==> src/rtl/dmem_port_sched.sv <==
`default_nettype none
// ============================================================================
// Module      : dmem_port_sched
// Description : Data-memory port scheduler for the dual-issue pipeline.
//               Serialises the enabled accesses of a two-slot memory bundle
//               (slot 1 older, slot 2 younger) onto one SRAM port in program
//               order. It stalls the pipeline while a second access is pending
//               and returns per-slot load data to MEM in one response cycle.
// Ports       : clk, rst           - clock, synchronous active-high reset
//               flush              - cancels a pending second access
//               bundle_valid       - EX presents a bundle (sampled in IDLE)
//               req{1,2}_*         - per-slot enable/store/byte-sel/addr/data
//               sram_*             - single SRAM port (rdata one cycle later)
//               stallreq           - hold IF..EX while slot 2 is pending
//               resp_valid, rdata* - one-cycle response with raw read words
// Revision    : 1.0 - initial release
// ============================================================================
module dmem_port_sched (
  input  logic        clk,
  input  logic        rst,
  input  logic        flush,
  input  logic        bundle_valid,
  input  logic        req1_en,
  input  logic        req2_en,
  input  logic        req1_wen,
  input  logic        req2_wen,
  input  logic [3:0]  req1_sel,
  input  logic [3:0]  req2_sel,
  input  logic [31:0] req1_addr,
  input  logic [31:0] req2_addr,
  input  logic [31:0] req1_wdata,
  input  logic [31:0] req2_wdata,
  output logic        sram_en,
  output logic [3:0]  sram_wen,
  output logic [31:0] sram_addr,
  output logic [31:0] sram_wdata,
  input  logic [31:0] sram_rdata,
  output logic        stallreq,
  output logic        resp_valid,
  output logic [31:0] rdata1,
  output logic [31:0] rdata2
);

  typedef enum logic [0:0] {
    IDLE   = 1'b0,
    SECOND = 1'b1
  } state_t;

  state_t      state_q;

  // Slot-2 access held while slot 1 occupies the port.
  logic        h1_wen_q;
  logic        h2_wen_q;
  logic [3:0]  h2_sel_q;
  logic [29:0] h2_addr_q;
  logic [31:0] h2_wdata_q;
  // Slot-1 read word captured while slot 2 is on the port.
  logic [31:0] h1_rdata_q;

  // Response descriptor for the cycle after the last access of a bundle.
  logic        resp_valid_q;
  logic        resp_dual_q;
  logic        resp_ld1_q;
  logic        resp_ld2_q;

  logic        w_accept;

  // Word addresses only; the byte offset is already folded into the selects.
  logic        unused_addr_lsbs;
  assign unused_addr_lsbs = ^{req1_addr[1:0], req2_addr[1:0]};

  assign w_accept = (state_q == IDLE) && bundle_valid && !flush;

  // Port mux: issue is combinational from EX so a single access costs no cycle.
  always_comb begin
    sram_en    = 1'b0;
    sram_wen   = 4'b0000;
    sram_addr  = 32'h0;
    sram_wdata = 32'h0;
    stallreq   = 1'b0;
    if (w_accept && req1_en) begin
      sram_en    = 1'b1;
      sram_wen   = req1_wen ? req1_sel : 4'b0000;
      sram_addr  = {req1_addr[31:2], 2'b00};
      sram_wdata = req1_wdata;
      stallreq   = req2_en;
    end else if (w_accept && req2_en) begin
      sram_en    = 1'b1;
      sram_wen   = req2_wen ? req2_sel : 4'b0000;
      sram_addr  = {req2_addr[31:2], 2'b00};
      sram_wdata = req2_wdata;
    end else if ((state_q == SECOND) && !flush) begin
      sram_en    = 1'b1;
      sram_wen   = h2_wen_q ? h2_sel_q : 4'b0000;
      sram_addr  = {h2_addr_q, 2'b00};
      sram_wdata = h2_wdata_q;
    end
  end

  always_ff @(posedge clk) begin
    if (rst) begin
      state_q      <= IDLE;
      h1_wen_q     <= 1'b0;
      h2_wen_q     <= 1'b0;
      h2_sel_q     <= 4'b0000;
      h2_addr_q    <= 30'h0;
      h2_wdata_q   <= 32'h0;
      h1_rdata_q   <= 32'h0;
      resp_valid_q <= 1'b0;
      resp_dual_q  <= 1'b0;
      resp_ld1_q   <= 1'b0;
      resp_ld2_q   <= 1'b0;
    end else begin
      resp_valid_q <= 1'b0;
      case (state_q)
        IDLE: begin
          if (w_accept && req1_en && req2_en) begin
            h1_wen_q   <= req1_wen;
            h2_wen_q   <= req2_wen;
            h2_sel_q   <= req2_sel;
            h2_addr_q  <= req2_addr[31:2];
            h2_wdata_q <= req2_wdata;
            state_q    <= SECOND;
          end else if (w_accept && (req1_en || req2_en)) begin
            resp_valid_q <= 1'b1;
            resp_dual_q  <= 1'b0;
            resp_ld1_q   <= req1_en && !req1_wen;
            resp_ld2_q   <= req2_en && !req2_wen;
          end
        end
        SECOND: begin
          state_q <= IDLE;
          // A flush here drops slot 2 and the whole response.
          if (!flush) begin
            h1_rdata_q   <= sram_rdata;
            resp_valid_q <= 1'b1;
            resp_dual_q  <= 1'b1;
            resp_ld1_q   <= !h1_wen_q;
            resp_ld2_q   <= !h2_wen_q;
          end
        end
        default: state_q <= IDLE;
      endcase
    end
  end

  // Stores carry no data, so their slot reads back as zero.
  assign resp_valid = resp_valid_q;
  assign rdata1 = (resp_valid_q && resp_ld1_q) ?
                  (resp_dual_q ? h1_rdata_q : sram_rdata) : 32'h0;
  assign rdata2 = (resp_valid_q && resp_ld2_q) ? sram_rdata : 32'h0;

endmodule
`default_nettype wire

==> config.mk <==
export PLATFORM = sky130hd
export DESIGN_NAME = dmem_port_sched
export DESIGN_NICKNAME = d
export VERILOG_FILES = /design/src/rtl/dmem_port_sched.sv
export SDC_FILE = /design/constraint.sdc
export NUM_CORES = 1
export LEC_CHECK = 0
export ABC_AREA = 1
export CAP_MARGIN = 20
export CORE_AREA = 2 2 122 124
export DETAILED_ROUTE_END_ITERATION = 8
export DIE_AREA = 0 0 124 126
export DONT_BUFFER_PORTS = 1
export PLACE_DENSITY_LB_ADDON = 0.05
export SLEW_MARGIN = 20
export SYNTH_ARGS = -nofsm -noshare
export SYNTH_HDL_FRONTEND = slang
export SYNTH_SLANG_ARGS = --single-unit
==> constraint.sdc <==
create_clock -name clk -period 3.3 [get_ports clk]
set_input_delay 0.495 -clock clk [delete_from_list [all_inputs] [get_ports clk]]
set_output_delay 0.495 -clock clk [all_outputs]
set_load 0.05 [all_outputs]
==> impl_metrics.yaml <==
power_and_ir_drop:
  p_total_mw: 2.679
  p_per_area_nw_per_um2: 404.3
  cellLeakagePower_nw: 2.747
  vdd_drop_max_uv: 245.2
synthesis:
  syn_avg_cell_area_um2: 6.326
  syn_area_um2: 5630
  synth_xor_area_frac: 0
  synth_top_family_by_area: "simple AND/OR/NAND/NOR gates"
  yosysWarnings: 0
  yosys-top-cells-area: "dfxtp_1 (37%), nand2_1 (18%), nand3_1 (12%)"
  synthSimpleGateAreaFrac: 0.3529
  synthMuxAreaShare: 0
  syn-instance-count: 890
  ys_types: 19
  yosys.area.top_type_share: 0.3733
  synth_top_cell_by_area: "dfxtp_1"
  ys_ff_latch: 105
  synth_compound_gate_area_share: 0.1787
  synth_fa_ha_area_frac: 0
  ys_seq_area_frac: 0.3733
routing:
  finalWirelength_um: 17170
  routed.top_layer: "met4"
  vias_per_cell: 5.370
  drt-met1-wl_um: 7268
  ant_nets: 0
  drc_errors: 0
  drtIter0Drc: 356
  drt_pre_antenna_iters: 4
  route.met3.wl_um: 1343
  routed-wl-met2_um: 8233
  num_vias: 5896
  wl_per_cell_um: 15.64
setup_path:
  worstSetupPathType: "flop to primary output"
  crit_cells: 6
  cp-end-kind: "primary output"
  cp_max_fo: 40
  crit_arrival_ns: 2.23
  path_cells: "nor2_4, nand3_2, inv_2, buf_12, nand2_1, nand3_1"
  path_buf_inv: 2
  cp_top_family: "simple AND/OR/NAND/NOR gates"
  r2r_cells: 6
  critPathLaunchType: "flop"
  max_stage_delay_ns: 0.44
  crit_slowest_cell: "nand3_1"
  cp.required_ns: 2.80
sta:
  skew_ns: 0.006323
  final-setup-viol-count: 0
  max_freq_ghz: 0.3668
  period_minus_slack_ns: 2.727
  whs_ns: 0.2167
  tightest_slew_ns: 1.085
  drv_slew: 0
  slew_headroom: 0.2715
  rsz0062_at_grt: "no"
  finalHoldViolations: 0
  finalCritPeriodShare: 0.8262
  fin_setup_tns_ns: 0
placed_design:
  gp_congestion: 0.7869
  post_dp_cell_area_um2: 6350
  io_buffers: 0
  place_hpwl_um: 12130
global_routing:
  grt_usage: 0.2110
  antenna_found_initial: 0
  grt_overflow: 0
  grt_pass1_wl_um: 26610
  grt_max_degree: 75
  first_global_vias: 5284
cells_and_area:
  final_nets: 1085
  final_cell_mix: "nand2_1 (267), nand3_1 (131), a21oi_1 (105), dfxtp_1 (105), buf_4 (77)"
  area_growth_pct: 17.69
  num-fill-cells: 1518
  fin_area_um2: 6626
  layout.cells.most_common: "nand2_1"
  diodes: 0
  drive_gt1_frac: 0.1521
clock_tree:
  cts-root-buf: "clkbuf_16"
  clkSinkCount: 105
  clock_latency_ns: 0.34
  cts-buffers-inserted: 9
  post_cts_buffers: 0
  postCtsHoldBufs: 0
  cts_resized: 0
  cts_tree: "done"
  htree_levels: 3
  clkTransAtPathRegs_ns: 0.07
  clock_path_buffers: 2
die:
  die_h_um: 126
  initial_core_util: 0.3934
  die_w_um: 124
  io_pins: 311
  core_um2: 14310
  rows: 44
  die_area_um2: 15620
hold_path:
  min_path_cells: 1
  hold_class: "primary input to flop"
run_status:
  outcome: "completed"
run:
  maxCapViolations: 0
worst paths after layout:
path | end | slack (ns) | from
min reg2reg | h1_wen_q | 0.46 | h1_wen_q
max | sram_wdata[31] | 0.57 | state_q
min | h2_wen_q | 0.22 | rst
max reg2reg | h2_addr_q[3] | 1.57 | state_q
per-layer routing:
| metal | vias to the layer above | GRT usage |
|---|---|---|
| li1 | 2954 | - |
| met1 | 2700 | 0.2651 |
| met2 | 222 | 0.3523 |
| met3 | 20 | 0.05344 |
| met4 | 0 | 0.06742 |
| met5 | - | 0 |
kinds of logic (layout without fill, tap and decap cells):
group,count (synthesis),in the layout
AOI/OAI and AO/OA,185,185
buffers and inverters,122,145
DFF,105,105
other,1,2
and+or+nand+nor,477,477
synthesized netlist by cell type (all sizes together):
master and instances:
conb 1, a21oi 105, clkbuf 27, inv 48, buf 47, nand2 268, nand4 1, a211oi 32
nand3b 1, nand3 133, nor2 74, o21ai 48, dfxtp 105
where the power goes:
group          total (mW)  leakage [nW]  switching, mW  internal, mW
registers            1.31         0.849         0.0148          1.29
logic               0.354          1.76          0.286        0.0678
clock network        1.02         0.133          0.464         0.554
registers in the layout (all words and copies together), names as in the netlist:
name,count
h2_sel_q,4
h1_wen_q,1
resp_dual_q,1
h2_wen_q,1
h2_addr_q,30
h1_rdata_q,32
state_q,1
resp_ld2_q,1
h2_wdata_q,32
resp_ld1_q,1
resp_valid,1
metrics by stage:
| stage | std cells | setup slack [ns] | utilization |
|---|---|---|---|
| after floorplan | 891 | 0.5428 | - |
| after global placement | 1082 | 0.8655 | 0.4436 |
| after detailed placement | 1082 | 0.8209 | 0.4436 |
| after CTS | 1098 | 0.5547 | 0.4629 |
| after global routing | 1098 | 0.4164 | 0.4629 |
| final | 1098 | 0.5734 | 0.4629 |
area by class of cell:
cell class / count / area (um2) / area share
Sequential cell: 105 / 2102 / 0.3172
Inverter: 48 / 180.2 / 0.02719
Multi-Input combinational cell: 664 / 3179 / 0.4798
Timing Repair Buffer: 81 / 658.1 / 0.09932
Clock inverter: 2 / 12.51 / 0.001888
Tap cell: 184 / 230.2 / 0.03474
Clock buffer: 14 / 264.0 / 0.03984
worst register-to-register path, stage by stage, from the launching register on:
cell and delay, ns:
dfxtp_1 0.35, nor2_4 0.20, nand4_4 0.10, inv_2 0.34, buf_4 0.42, nand2_1 0.13
a21oi_1 0.13
Note: power is estimated with default switching activity, not from simulation.
